`config.mk`:
```
export PLATFORM = sky130hd
export DESIGN_NAME = tdc_counter
export DESIGN_NICKNAME = d
export VERILOG_FILES = /design/src/rtl/tdc_counter.sv
export SDC_FILE = /design/constraint.sdc
export NUM_CORES = 1
export LEC_CHECK = 0
export ABC_AREA = 0
export BUFFER_PORTS_ARGS = -buffer_cell sky130_fd_sc_hd__buf_2
export CAP_MARGIN = 20
export CORE_UTILIZATION = 40
export DETAILED_ROUTE_END_ITERATION = 16
export HOLD_SLACK_MARGIN = 0.05
export SYNTH_ARGS = -nofsm -noshare
export SYNTH_HDL_FRONTEND = slang
export SYNTH_SLANG_ARGS = --single-unit
```
`constraint.sdc`:
```
create_clock -name clk -period 3.4 [get_ports clk]
set_clock_uncertainty 0.1 [all_clocks]
set_input_delay 0.17 -clock clk [delete_from_list [all_inputs] [get_ports clk]]
set_output_delay 0.17 -clock clk [all_outputs]
set_load 0.005 [all_outputs]
```
`src/rtl/tdc_counter.sv`:
```
`timescale 1ns/1ps
`default_nettype none
// ---------------------------------------------------------------------------
// tdc_counter : counter-based TDC, signed saturated ref/fb phase-error code
// Revision    : 1.0 initial release
// ---------------------------------------------------------------------------
module tdc_counter #(
  parameter int WIDTH       = 8,
  parameter int SYNC_STAGES = 2
) (
  input  logic             clk,
  input  logic             rst,
  input  logic             ref_in,
  input  logic             fb_in,
  output logic [WIDTH-1:0] out,
  output logic             out_valid,
  output logic             sat
);

  localparam logic [WIDTH-2:0] C_MAX_MAG = '1;
  localparam int               C_ARM     = SYNC_STAGES + 1;
  localparam int               C_ARM_W   = $clog2(C_ARM + 1);
  localparam logic [C_ARM_W-1:0] C_ARM_DONE = C_ARM_W'(C_ARM);

  typedef enum logic [1:0] {
    IDLE   = 2'd0,
    CNT_UP = 2'd1,
    CNT_DN = 2'd2
  } state_t;

  logic [SYNC_STAGES-1:0] r_ref_sync;
  logic [SYNC_STAGES-1:0] r_fb_sync;
  logic                   r_ref_prev;
  logic                   r_fb_prev;
  logic [C_ARM_W-1:0]     r_arm;

  logic w_armed;
  logic w_ref_rise;
  logic w_fb_rise;

  state_t           r_state;
  state_t           w_state_nxt;
  logic [WIDTH-2:0] r_cnt;
  logic [WIDTH-2:0] w_cnt_nxt;
  logic [WIDTH-1:0] r_out;
  logic [WIDTH-1:0] w_out_nxt;
  logic             r_sat;
  logic             w_sat_nxt;
  logic             r_valid;
  logic             w_valid_nxt;

  logic [WIDTH-1:0] w_pos_cnt;
  logic [WIDTH-1:0] w_neg_cnt;
  logic [WIDTH-1:0] w_pos_max;
  logic [WIDTH-1:0] w_neg_max;

  always_ff @(posedge clk or posedge rst) begin
    if (rst) begin
      r_ref_sync <= '0;
      r_fb_sync  <= '0;
      r_ref_prev <= 1'b0;
      r_fb_prev  <= 1'b0;
      r_arm      <= '0;
    end else begin
      r_ref_sync <= {r_ref_sync[SYNC_STAGES-2:0], ref_in};
      r_fb_sync  <= {r_fb_sync[SYNC_STAGES-2:0], fb_in};
      r_ref_prev <= r_ref_sync[SYNC_STAGES-1];
      r_fb_prev  <= r_fb_sync[SYNC_STAGES-1];
      if (r_arm != C_ARM_DONE) begin
        r_arm <= r_arm + 1'b1;
      end
    end
  end

  // Until the chains have flushed their reset zeros, a high input would look
  // like an edge; the arm counter masks that window.
  assign w_armed    = (r_arm == C_ARM_DONE);
  assign w_ref_rise = w_armed & r_ref_sync[SYNC_STAGES-1] & ~r_ref_prev;
  assign w_fb_rise  = w_armed & r_fb_sync[SYNC_STAGES-1] & ~r_fb_prev;

  assign w_pos_cnt = {1'b0, r_cnt};
  assign w_neg_cnt = '0 - w_pos_cnt;
  assign w_pos_max = {1'b0, C_MAX_MAG};
  assign w_neg_max = '0 - w_pos_max;

  always_comb begin
    w_state_nxt = r_state;
    w_cnt_nxt   = r_cnt;
    w_out_nxt   = r_out;
    w_sat_nxt   = r_sat;
    w_valid_nxt = 1'b0;
    case (r_state)
      IDLE: begin
        if (w_ref_rise && w_fb_rise) begin
          w_out_nxt   = '0;
          w_sat_nxt   = 1'b0;
          w_valid_nxt = 1'b1;
        end else if (w_ref_rise) begin
          w_cnt_nxt   = (WIDTH-1)'(1);
          w_state_nxt = CNT_UP;
        end else if (w_fb_rise) begin
          w_cnt_nxt   = (WIDTH-1)'(1);
          w_state_nxt = CNT_DN;
        end
      end
      CNT_UP: begin
        if (w_fb_rise) begin
          w_out_nxt   = w_pos_cnt;
          w_sat_nxt   = 1'b0;
          w_valid_nxt = 1'b1;
          w_state_nxt = IDLE;
        end else if (r_cnt == C_MAX_MAG) begin
          w_out_nxt   = w_pos_max;
          w_sat_nxt   = 1'b1;
          w_valid_nxt = 1'b1;
          w_state_nxt = IDLE;
        end else begin
          w_cnt_nxt = r_cnt + 1'b1;
        end
      end
      CNT_DN: begin
        if (w_ref_rise) begin
          w_out_nxt   = w_neg_cnt;
          w_sat_nxt   = 1'b0;
          w_valid_nxt = 1'b1;
          w_state_nxt = IDLE;
        end else if (r_cnt == C_MAX_MAG) begin
          w_out_nxt   = w_neg_max;
          w_sat_nxt   = 1'b1;
          w_valid_nxt = 1'b1;
          w_state_nxt = IDLE;
        end else begin
          w_cnt_nxt = r_cnt + 1'b1;
        end
      end
      default: begin
        w_state_nxt = IDLE;
      end
    endcase
  end

  always_ff @(posedge clk or posedge rst) begin
    if (rst) begin
      r_state <= IDLE;
      r_cnt   <= '0;
      r_out   <= '0;
      r_sat   <= 1'b0;
      r_valid <= 1'b0;
    end else begin
      r_state <= w_state_nxt;
      r_cnt   <= w_cnt_nxt;
      r_out   <= w_out_nxt;
      r_sat   <= w_sat_nxt;
      r_valid <= w_valid_nxt;
    end
  end

  assign out       = r_out;
  assign sat       = r_sat;
  assign out_valid = r_valid;

endmodule
`default_nettype wire
```
==> results of run 1 <==
worst max-delay path: cells and delay by family, from the launching register on:
kind,cells,cell delay (ns)
flops,1,0.38
mux,1,0.32
fa+ha+maj,1,0.45
simple gates,1,0.30
compound gates,2,0.67
per-layer routing:
layer  vias to the layer above  wire, µm  part of all wire
li1                        631         -                 -
met1                       641      1550              0.45
met2                        38      1700              0.49
met3                         6       133             0.039
met4                         0        48             0.014
met5                         -         0                 0
path summary, 6_finish.rpt:
kind	endpoint	slack, ns	cells after the start
setup / recovery	out[5]$_DFFE_PP0P_	1.07	5
hold / removal	r_fb_sync[1]$_DFF_PP0_	0.26	0
setup reg to reg	out[5]$_DFFE_PP0P_	1.07	5
hold reg to reg	r_fb_sync[1]$_DFF_PP0_	0.26	0
max in group asynchronous	r_cnt[6]$_DFFE_PP0P_	2.36	4
min in group asynchronous	out[1]$_DFFE_PP0P_	0.38	3
registers in the layout, summed over array words and instances, names as in the netlist:
signal      flops
out_valid       1
out             8
r_state         2
r_ref_sync      2
r_fb_prev       1
r_ref_prev      1
r_cnt           7
sat             1
r_arm           2
r_fb_sync       2
Yosys cell counts (all sizes together):
| cell | count |
|---|---|
| xnor2 | 3 |
| and3b | 1 |
| o31ai | 4 |
| nor2b | 1 |
| a211oi | 2 |
| a22oi | 1 |
| nand2b | 1 |
| o21ai | 15 |
| a21oi | 14 |
| inv | 8 |
| or3 | 1 |
| and4 | 1 |
| nand3 | 7 |
| o211ai | 4 |
| mux2 | 4 |
| a41o | 1 |
| and4b | 1 |
| xor2 | 1 |
| and3 | 3 |
| nor3 | 5 |
| nand4 | 1 |
| a31o | 1 |
| o21bai | 2 |
| o2bb2ai | 1 |
| nand4b | 1 |
| o31a | 1 |
| or3b | 1 |
| clkbuf | 5 |
| dfrtp | 27 |
| a21o | 2 |
| a31oi | 7 |
| buf | 4 |
| nor2 | 6 |
| o22ai | 1 |
| nand3b | 4 |
| nand2 | 20 |
| ha | 7 |
cell usage in the layout (no fill, tap or decap), types with 2 or more instances in the layout:
master / count
nand3b_1: 4
a21oi_1: 14
a21o_1: 2
ha_1: 7
inv_1: 8
a31oi_1: 7
nor3_1: 4
clkbuf_8: 3
dfrtp_1: 27
o21bai_1: 2
nand3_1: 7
o31ai_1: 4
o211ai_1: 3
o21ai_0: 13
mux2_2: 4
dlygate4sd3_1: 3
nor2_1: 6
buf_2: 13
o21ai_1: 2
nand2_1: 20
xnor2_1: 2
cells by family (layout without fill, tap and decap cells):
kind of cell    Yosys count  after routing
buf+inv                  17             29
simple gates             54             54
compound gates           56             56
flops                    27             27
xor+xnor                  4              4
mux                       4              4
fa+ha+maj                 7              7
report_power, final:
group	switching (µW)	internal [µW]
clock network	98.2	82.1
registers	69.5	388
logic	347	216
total	515	686
area by class of cell:
class	count	area, µm²
fillers	397	1980
well taps	48	60.1
repair buffers	17	123
multi-input cells	125	831
flip-flops and latches	27	676
clock inverters	1	5.00
inverters	8	30.0
clock buffers	3	41.3
through the flow:
stage / cells / power (µW)
6_report: 229 / 1200
5_1_grt: 229 / 1290
4_1_cts: 227 / 1200
3_5_place_dp: 221 / 1010
3_3_place_gp: 221 / 1000
2_1_floorplan: 169 / 896
repair_timing:
action                    CTS  global route
hold buffers                2             1
buffers inserted            0             0
hold endpoints to repair    2            11
==> reports/results.tsv, run 1 <==
metric	value	unit
status	finished, final reports clean	
CTS Buf Count	3	
hold path startpoint	r_fb_sync[0]$_DFF_PP0_	
post-synthesis sequential area ratio	0.426	
layout cells sized above 1	0.171	
nets	193	
Die Span Y	65.0	µm
met1 Track Usage GR	0.241	
HPWL after DPL	2.53	mm
1st-pass router iterations	4	
peak supply drop	0.270	mV
worst-margin pin slew	0.533	ns
slew margin rel.	0.644	
antenna violations before repair	0	
Hold Crit Class	reg -> reg	
cell area after synthesis	1590	µm²
met2 Usage GRT	0.292	
post-synth cell types	45	
crit path DAT	2.39	ns
htree depth	1	
CTS Buffer Depth	2	
TritonCTS clock tree	yes	
Net Count, Synth	180	
final hold viol count	0	
RSZ-0062 raised after global routing	no	
die area	4230	µm²
worst hold margin	0.261	ns
PD cells	680	nW/µm²
vias in the first global route	1264	
Yosys top cell by area	dfrtp_1	
Skew-Pair Late Insertion Delay	0.27	ns
share of the synthesized area in the top cell type	0.426	
port buffer count	13	
Rows	22	
GRT Residual Overflow	0	
Crit Path Class	reg -> reg	
register bit total from synthesis	27	
DR vias	1316	
Final Critical Period	2.33	ns
RR Startpoint	r_arm[0]$_DFFE_PP0P_	
largest net degree at the start of global routing	28	
post-route ant nets	0	
1st-iter DRT viols	134	
Ys Warns	0	
WL final	3.43	mm
max-cap violations	0	
maximum clock frequency	0.429	GHz
Root Buffer	clkbuf_8	
Post-CTS Resized	0	
Leak	0.000797	µW
Initial Util	0.424	
largest cells by area after synthesis	dfrtp_1 43%, ha_1 5.5%, nand2_1 4.7%	
worst-path fanout max	14	
post-synthesis cell count	169	
Worst setup EP type	flip-flop	
compound-gate portion of the synthesized area	0.229	
Layout area overhead	11.2	%
worst slack, placed	1.06	ns
slowest library cell on the worst path	a22oi_1	
WP data required	3.46	ns
core area	3740	µm²
global-route wire length before repair	5.90	mm
Synth Area in Simple Gates	0.184	
total negative slack	0	ns
largest family of logic cells by synthesized area	compound AO/OA/AOI/OAI gates	
Finished Core Util	0.472	
CTS clk-pin slew, worst paths	0.09	ns
gr usage total	0.180	
final instance area	1770	µm²
vias per cell	5.75	
syn_area_per_cell	9.40	µm²
grt met3 use	0.0264	
GPL Wtd Cong	0.870	
post-synthesis mux area share	0.0284	
Final period util	0.685	
Synth Area in Adders	0.0552	
xor and xnor area share after synthesis	0.0268	
routed length per instance	15.0	µm
worst path cell trace	ha_1 -> nand3b_1 -> a22oi_1 -> o211ai_4 -> mux2_2	
boundary pin count	14	
Slew Viols, Final	0	
crit-path max cell delay	0.46	ns
ANT cells	0	
Clock Sinks	27	
CP startpoint kind	flip-flop	
Top Usage Layer GRT	met2	
Area after DPL	1660	µm²
# DRC	0	
Crit. Startpoint	r_arm[0]$_DFFE_PP0P_	
# setup viols final	0	
die width	65.0	µm
worst setup margin	1.07	ns
Note: power is estimated with default switching activity, not from simulation.
==> inputs of run 2 (changes only) <==
Clock period 3.4 ns to 1.9 ns, I/O delays scaled along.
==> run 2 against run 1 <==
Against the previous run: critical path depth up 1; global-route usage up 0.79 points; combinational power rose to 2.5 times the previous value; sequential share of layout area down 4.9 points.
==> reports/results.tsv, run 2 (same netlist as run 1, synthesis figures left out) <==
metric	value	unit
post-route ant nets	0	
vias in the first global route	1310	
fin cells	258	
worst path cell trace	buf_6 -> or3_4 -> nor3_4 -> xnor2_1 -> o21ai_1 -> mux2_2	
crit path DAT	1.92	ns
worst-path fanout max	5	
ANT cells	0	
Area after DPL	1850	µm²
core area	3740	µm²
max FFs per register	8	
maximum clock frequency	0.537	GHz
Leak	0.000930	µW
Crit Path Class	reg -> reg	
crit-path max cell delay	0.41	ns
Power, Total	2520	µW
HPWL after DPL	2.77	mm
most frequent cells in the layout	29 x buf_4, 26 x dfrtp_1, 20 x nand2_1	
layout cells sized above 1	0.338	
routed length per instance	14.8	µm
cells on worst reg2reg path	6	
Final Critical Period	1.86	ns
RSZ-0062 raised after global routing	yes	
Initial Util	0.424	
Slew Viols, Final	0	
GRT Residual Overflow	0	
Hold Crit Class	reg -> reg	
status	finished, final reports clean	
final hold viol count	0	
TritonCTS clock tree	yes	
1st-pass router iterations	4	
combinational power share	0.561	
nets	222	
CTS clk-pin slew, worst paths	0.09	ns
Finished Core Util	0.542	
1st-iter DRT viols	86	
GPL Wtd Cong	0.832	
Layout area overhead	27.7	%
final instance area	2030	µm²
CTS Buf Count	3	
slowest library cell on the worst path	dfrtp_1	
Crit. Startpoint	r_cnt[1]$_DFFE_PP0P_	
antenna violations before repair	0	
# setup viols final	0	
Pint	1490	µW
RR Startpoint	r_cnt[1]$_DFFE_PP0P_	
Clk pwr share	0.128	
gr usage total	0.188	
Final period util	0.980	
max-cap violations	0	
PD cells	1240	nW/µm²
sw frac	0.410	
port buffer count	13	
Rows	22	
worst hold margin	0.260	ns
Root Buffer	clkbuf_8	
CTS Buffer Depth	2	
boundary pin count	14	
Reg power frac	0.312	
# DRC	0	
hold path depth	0	
die area	4230	µm²
Switch Pwr	1030	µW
worst-margin pin slew	0.348	ns
Inst Count DP	246	
Die Span Y	65.0	µm
CP startpoint kind	flip-flop	
htree depth	1	
DR vias	1433	
Worst setup EP type	flip-flop	
hold path startpoint	r_ref_sync[0]$_DFF_PP0_	
Clock Sinks	27	
vias per cell	5.55	
WL final	3.81	mm
peak supply drop	0.530	mV
die width	65.0	µm
Skew-Pair Late Insertion Delay	0.27	ns
largest net degree at the start of global routing	28	
slew margin rel.	0.768	
commonest non-fill, non-tap cell in the layout	buf_4	
WP data required	1.96	ns
global-route wire length before repair	6.07	mm
==> run 2: worst paths after layout <==
kind / to / slack (ns)
max: out[5]$_DFFE_PP0P_ / 0.04
min: r_ref_sync[1]$_DFF_PP0_ / 0.26
max reg2reg: out[5]$_DFFE_PP0P_ / 0.04
min reg2reg: r_ref_sync[1]$_DFF_PP0_ / 0.26
max in group asynchronous: r_cnt[2]$_DFFE_PP0P_ / 1.09
min in group asynchronous: out[0]$_DFFE_PP0P_ / 0.33
==> run 2: critical path, delay by kind of cell, from the launching register on <==
family	cells	cell delay, ns
AO/OA/AOI/OAI	1	0.07
XOR/XNOR	1	0.15
buffers and inverters	1	0.14
flip-flops	1	0.41
multiplexers	1	0.26
AND/OR/NAND/NOR	2	0.63
==> run 2: metal layers <==
metal  part of all wire  GRT usage
met5                  0          0
met4             0.0060     0.0528
met3              0.043     0.0370
met2               0.52      0.315
met1               0.43      0.243
==> run 2: timing repair <==
action                                  in CTS  in global routing
resized for setup                            2                 14
hold buffers                                 3                  0
endpoints found under the setup margin       2                 12
endpoints found under the hold margin       29                  0
buffers inserted                             0                  5
pin swaps                                    0                  9
==> run 2: area by class of cell <==
class | count | area, µm²
clock buffers | 3 | 41.3
clock inverters | 1 | 5.00
fillers | 358 | 1720
inverters | 8 | 30.0
multi-input cells | 125 | 891
flip-flops and latches | 27 | 677
well taps | 48 | 60.1
repair buffers | 46 | 324
==> run 2: power by group through the flow <==
stage | sequential [µW] | combinational, µW | clock (µW)
floorplan | 778 | 825 | 0
global placement | 783 | 1240 | 0
detailed placement | 792 | 1270 | 0
CTS | 781 | 1290 | 340
global route | 806 | 1540 | 367
finish | 787 | 1420 | 322
==> run 2: stage by stage <==
stage	setup WS [ns]	setup TNS (ns)
floorplan	0.0274	0
global placement	0.0544	0
detailed placement	-0.000777	-0.000777
CTS	0.00964	0
global route	-0.0545	-0.241
finish	0.0374	0
